--- src/rtl/sync_sched_pkg.sv ---
// Shared types and limits for the synchronizer-channel scheduler.
// Imported by rr_arbiter and sync_bus_scheduler.
package sync_sched_pkg;

    typedef enum logic [1:0] {
        IDLE    = 2'b00,
        ASSERT  = 2'b01,
        RELEASE = 2'b10
    } sched_state_e;

    localparam int unsigned MAX_NUM_REQ = 16;
    localparam int unsigned MIN_HOLD    = 1;
    localparam int unsigned MIN_GAP     = 1;

    function automatic int unsigned max_u(input int unsigned a, input int unsigned b);
        return (a > b) ? a : b;
    endfunction

endpackage

--- src/rtl/sync_bus_scheduler_rr_arbiter.sv ---
// Combinational requester picker: round-robin from ptr, or lowest index
// when SYNC_SCHED_FIXED_PRIO_EN is defined (ptr then ignored).
module rr_arbiter
    import sync_sched_pkg::*;
#(
    parameter int unsigned NUM_REQ = 4,
    parameter int unsigned IDX_W   = $clog2(NUM_REQ)
) (
    input  logic [NUM_REQ-1:0] req,
    input  logic [IDX_W-1:0]   ptr,
    output logic [NUM_REQ-1:0] grant,
    output logic [IDX_W-1:0]   g
);

`ifdef SYNC_SCHED_FIXED_PRIO_EN
    logic unused_ptr;
    assign unused_ptr = ^ptr;

    always_comb begin
        logic found;
        grant = '0;
        g     = '0;
        found = 1'b0;
        for (int unsigned k = 0; k < NUM_REQ; k++) begin
            if (!found && req[IDX_W'(k)]) begin
                found              = 1'b1;
                grant[IDX_W'(k)]   = 1'b1;
                g                  = IDX_W'(k);
            end
        end
    end
`else
    always_comb begin
        logic        found;
        int unsigned c;
        grant = '0;
        g     = '0;
        found = 1'b0;
        c     = 0;
        // Walk upward from ptr, wrapping, and stop at the first live request.
        for (int unsigned k = 0; k < NUM_REQ; k++) begin
            c = (32'(ptr) + k) % NUM_REQ;
            if (!found && req[c[IDX_W-1:0]]) begin
                found                = 1'b1;
                grant[c[IDX_W-1:0]]  = 1'b1;
                g                    = c[IDX_W-1:0];
            end
        end
    end
`endif

endmodule

--- src/rtl/sync_bus_scheduler.sv ---
// Shares one bus synchronizer between NUM_REQ requesters: grant, hold enable
// HOLD_CYCLES, then gap GAP_CYCLES. Optional macro: SYNC_SCHED_FIXED_PRIO_EN.
module sync_bus_scheduler
    import sync_sched_pkg::*;
#(
    parameter int unsigned BUS_WIDTH   = 8,
    parameter int unsigned NUM_REQ     = 4,
    parameter int unsigned HOLD_CYCLES = 4,
    parameter int unsigned GAP_CYCLES  = 4
) (
    input  logic                           CLK,
    input  logic                           RST,
    input  logic [NUM_REQ-1:0]             req,
    input  logic [NUM_REQ*BUS_WIDTH-1:0]   req_data,
    output logic [NUM_REQ-1:0]             ack,
    output logic                           busy,
    output logic [BUS_WIDTH-1:0]           unsync_bus,
    output logic                           bus_enable
);

    localparam int unsigned IDX_W = $clog2(NUM_REQ);
    localparam int unsigned CNT_W = $clog2(max_u(HOLD_CYCLES, GAP_CYCLES) + 1);

    if (NUM_REQ < 2 || NUM_REQ > MAX_NUM_REQ) begin : g_bad_num_req
        $error("sync_bus_scheduler: NUM_REQ must be within 2..16");
    end
    if (HOLD_CYCLES < MIN_HOLD) begin : g_bad_hold
        $error("sync_bus_scheduler: HOLD_CYCLES must be >= 1");
    end
    if (GAP_CYCLES < MIN_GAP) begin : g_bad_gap
        $error("sync_bus_scheduler: GAP_CYCLES must be >= 1");
    end

    sched_state_e         state_q, state_d;
    logic [CNT_W-1:0]     cnt_q, cnt_d;
    logic [BUS_WIDTH-1:0] bus_q, bus_d;
    logic                 en_q, en_d;
    logic [NUM_REQ-1:0]   ack_q, ack_d;

    logic [IDX_W-1:0]     arb_ptr;
    logic [NUM_REQ-1:0]   arb_grant;
    logic [IDX_W-1:0]     arb_g;

`ifdef SYNC_SCHED_FIXED_PRIO_EN
    assign arb_ptr = '0;
`else
    logic [IDX_W-1:0]     ptr_q, ptr_d;
    assign arb_ptr = ptr_q;
`endif

    rr_arbiter #(
        .NUM_REQ (NUM_REQ),
        .IDX_W   (IDX_W)
    ) u_arb (
        .req   (req),
        .ptr   (arb_ptr),
        .grant (arb_grant),
        .g     (arb_g)
    );

    always_ff @(posedge CLK or negedge RST) begin
        if (!RST) begin
            state_q <= IDLE;
            cnt_q   <= '0;
            bus_q   <= '0;
            en_q    <= 1'b0;
            ack_q   <= '0;
`ifndef SYNC_SCHED_FIXED_PRIO_EN
            ptr_q   <= '0;
`endif
        end else begin
            state_q <= state_d;
            cnt_q   <= cnt_d;
            bus_q   <= bus_d;
            en_q    <= en_d;
            ack_q   <= ack_d;
`ifndef SYNC_SCHED_FIXED_PRIO_EN
            ptr_q   <= ptr_d;
`endif
        end
    end

    always_comb begin
        state_d = state_q;
        cnt_d   = cnt_q;
        bus_d   = bus_q;
        en_d    = en_q;
        ack_d   = '0;
`ifndef SYNC_SCHED_FIXED_PRIO_EN
        ptr_d   = ptr_q;
`endif
        case (state_q)
            IDLE: begin
                if (|req) begin
                    bus_d   = req_data[arb_g*BUS_WIDTH +: BUS_WIDTH];
                    en_d    = 1'b1;
                    ack_d   = arb_grant;
                    cnt_d   = CNT_W'(HOLD_CYCLES - 1);
                    state_d = ASSERT;
`ifndef SYNC_SCHED_FIXED_PRIO_EN
                    ptr_d   = (32'(arb_g) == NUM_REQ - 1) ? '0 : arb_g + 1'b1;
`endif
                end
            end
            ASSERT: begin
                if (cnt_q == '0) begin
                    en_d    = 1'b0;
                    cnt_d   = CNT_W'(GAP_CYCLES - 1);
                    state_d = RELEASE;
                end else begin
                    cnt_d = cnt_q - 1'b1;
                end
            end
            RELEASE: begin
                if (cnt_q == '0) begin
                    state_d = IDLE;
                end else begin
                    cnt_d = cnt_q - 1'b1;
                end
            end
            default: begin
                state_d = IDLE;
                en_d    = 1'b0;
            end
        endcase
    end

    assign unsync_bus = bus_q;
    assign bus_enable = en_q;
    assign ack        = ack_q;
    assign busy       = (state_q != IDLE);

endmodule

--- config.mk ---
export PLATFORM = sky130hd
export DESIGN_NAME = sync_bus_scheduler
export DESIGN_NICKNAME = d
export VERILOG_FILES = /design/src/rtl/sync_sched_pkg.sv /design/src/rtl/sync_bus_scheduler_rr_arbiter.sv /design/src/rtl/sync_bus_scheduler.sv
export SDC_FILE = /design/constraint.sdc
export NUM_CORES = 1
export LEC_CHECK = 0
export CORE_MARGIN = 2
export CORE_UTILIZATION = 30
export DETAILED_ROUTE_END_ITERATION = 8
export DONT_BUFFER_PORTS = 1
export SLEW_MARGIN = 20
export SYNTH_ARGS = -nofsm -noshare
export SYNTH_HDL_FRONTEND = slang
export SYNTH_SLANG_ARGS = --single-unit
--- constraint.sdc ---
create_clock -name CLK -period 5.9 [get_ports CLK]
set_input_delay 0.59 -clock CLK [delete_from_list [all_inputs] [get_ports CLK]]
set_output_delay 0.59 -clock CLK [all_outputs]
set_load 0.005 [all_outputs]
==> run_results.csv <==
group,metric,value,unit
min_path,hold_path_class,"input pin to async pin",
global_routing,grt.overflow.total,0,
cts,cts.sinks,20,
sta,rsz0062_at_grt,"no",
cts,cts_buffer_depth,2,
final_layout,syn2layout_area_growth,8.14,%
sta,finalMaxSlewViolations,0,
yosys,yosysSeqAreaShare,29.1,%
setup_path,crit_start,"arb_ptr[0]",
sta,tns,0,ns
cts,path_clk_slew,0.07,ns
final_layout,drive_above_1_share,11.3,%
sta,relSlewSlack,31.4,%
setup_path,cp_slowest_cell,"dfrtp_1",
cts,cts.repair.resized,0,
sta,tightest_slew,1.03,ns
yosys,synth_area,1720,sq um
setup_path,path_delay_family,"flip-flops",
global_routing,grt_pass1_wl,6.47,mm
yosys,synth_ff_type,"dfrtp_1",
global_routing,grt_max_degree,33,
placed_design,numPortBuffers,0,
setup_path,endpoint_kind,"register",
yosys,synth_seq_cells,20,
yosys,avgSynthCellArea,9.31,sq um
setup_path,path_max_fanout,32,
setup_path,crit_required,6.02,ns
floorplanning,rows,27,
sta,min_period,4.11,ns
floorplanning,coreArea,5540,sq um
sta,fin_skew,0.00109,ns
yosys,syn_nets,236,
yosys,yosys_warnings,0,
route,viasPerCell,5.39,
placed_design,gp_congestion,0.823,
sta,fin_crit_sh,69.6,%
sta,finalSetupViolCount,0,
floorplanning,die-area,6360,sq um
placed_design,dp_hpwl,2.95,mm
route,route.vias.total,1391,
final_layout,multi_input_area,1130,sq um
cts,htreeDepth,1,
sta,fmax,0.243,GHz
route,drtIter0Drc,94,
setup_path,cpMostUsedCell,"a211oi_1",
floorplanning,die_height,79.8,um
yosys,netlist_instances,185,
final_layout,fillers,590,
final_layout,diodes,0,
final_layout,fin_util,33.6,%
route,postRouteAntennaNets,0,
global_routing,grt_pass1_vias,1359,
job,drv_cap,0,
setup_path,cp_slowest_stage_delay,1.03,ns
route,wl_per_cell,15.6,um
setup_path,rr_startpoint,"arb_ptr[0]",
sta,final_hold_viol_count,0,
power_and_ir_drop,power_density,565,nW/um^2
power_and_ir_drop,p_leak,0.771,nW
setup_path,path_cells,"clkinv_1, ha_1, mux4_2, nor2b_4, nor3_4, mux2_1, a211oi_1, a211oi_1",
sta,fin_ws,1.79,ns
cts,cts_buffers,3,
cts,cts_tree,"built",
setup_path,criticalPathCategory,"register to register",
setup_path,crit_cells,8,
floorplanning,ios,52,
floorplanning,dieWidth,79.8,um
yosys,synth_edf_count,0,
route,drc,0,
setup_path,start_kind,"register",
placed_design,post-place-ws,1.81,ns
power_and_ir_drop,peakVddDrop,0.000234,V
final_layout,seq_area,500,sq um
global_routing,track_usage,12.8,%
outcome,status,"finished clean",
route,drt_pass1_iterations,4,
yosys,synth-async-reset-ratio,100,%
setup_path,cp_num_buf_inv,1,
final_layout,final_nets,238,
cts,cts-root-buf,"clkbuf_8",
global_routing,antenna_found_initial,0,
yosys,yosys.cell_types.count,40,
floorplanning,start_util,31.1,%
cts,clk-insertion-delay-late,0.26,ns
route,wirelength,4.02,mm
setup_path,reg2reg_depth,8,
setup_path,crit_arrival,4.23,ns
final cells by class:
class / count / share of cell area, %
clock buffer: 4 / 2.96
inverter: 10 / 2.02
multi-input combinational: 147 / 60.8
sequential: 20 / 26.9
tap: 72 / 4.84
timing repair buffer: 5 / 2.55
repair_timing:
item / in CTS / in global routing
setup endpoints to repair: 0 / 0
endpoints found under the hold margin: 0 / 8
hold buffers: 0 / 4
setup buffers: 0 / 0
logic make-up after synthesis:
family	after synthesis	synth area share (%)
adders and majority gates	13	9.45
buffers and inverters	18	5.23
DFF	20	29.1
muxes	29	20.6
and+or+nand+nor	58	16.2
xor gates and xnor gates	1	0.509
AOI/OAI and AO/OA	46	18.9
metrics by stage:
step | cells | hold slack (ns) | power (mW) | area [sq um]
floorplan | 185 | 0.294 | 0.849 | 1720
global placement | 250 | 0.295 | 0.938 | 1770
detailed placement | 250 | 0.295 | 0.953 | 1770
CTS | 254 | 0.0116 | 1.06 | 1820
global route | 258 | 0.000163 | 1.16 | 1860
finish | 258 | 0.0195 | 1.05 | 1860
placed cells by master (no fill, tap or decap), drive strengths merged, types with 2 or more instances in the layout:
master / instances
nor2b: 2
nand3: 3
mux4: 4
inv: 9
a211oi: 14
a221oi: 5
dlygate4sd3: 4
o31ai: 2
o21ai: 12
dfrtp: 20
ha: 13
a31oi: 2
mux2i: 16
mux2: 9
nor2: 26
nand2b: 2
a22oi: 4
nand2: 18
clkbuf: 4
a21oi: 2
flip-flops by register name, indices dropped and copies added (netlist names):
signal / flops
unsync_bus: 8
ack: 4
cnt_q: 3
arb_ptr: 2
state_q: 2
bus_enable: 1
report_power, final:
group | total, mW | switching (mW) | internal, mW
logic | 0.657 | 0.358 | 0.299
clock network | 0.104 | 0.0451 | 0.0594
registers | 0.291 | 0.0861 | 0.205
cells in the mapped netlist (2+ instances only):
library cell	count	area (sq um)
mux2i_1	16	160
a211oi_1	14	105
nand2b_1	2	12.5
a221oi_1	5	43.8
inv_1	9	33.8
mux4_2	3	67.6
a21oi_1	2	10.0
nor2_1	25	93.8
dfrtp_1	20	500
buf_6	3	33.8
o31ai_1	2	15.0
nand3_1	3	15.0
nand2_1	18	67.6
mux2_2	8	90.1
a22oi_1	4	30.0
clkbuf_1	4	15.0
ha_1	13	163
o21ai_0	11	55.1
a31oi_1	2	12.5
final timing paths:
path | endpoint | slack, ns
min in group CLK | cnt_q[1] | 0.55
max in group asynchronous | arb_ptr[0] | 4.96
setup reg to reg | unsync_bus[7] | 1.79
hold / removal | arb_ptr[1] | 0.02
setup / recovery | unsync_bus[7] | 1.79
hold reg to reg | cnt_q[1] | 0.55
per-layer routing:
| layer | up-vias | routed length [um] | GRT usage, % | part of all wire [%] |
|---|---|---|---|---|
| met1 | 644 | 1860 | 16.7 | 46 |
| met5 | - | 0 | 0 | 0 |
| met2 | 58 | 1800 | 20.4 | 45 |
| li1 | 683 | - | - | - |
| met3 | 6 | 323 | 4.52 | 8.0 |
| met4 | 0 | 42 | 3.05 | 1.0 |
Note: power is estimated with default switching activity, not from simulation.
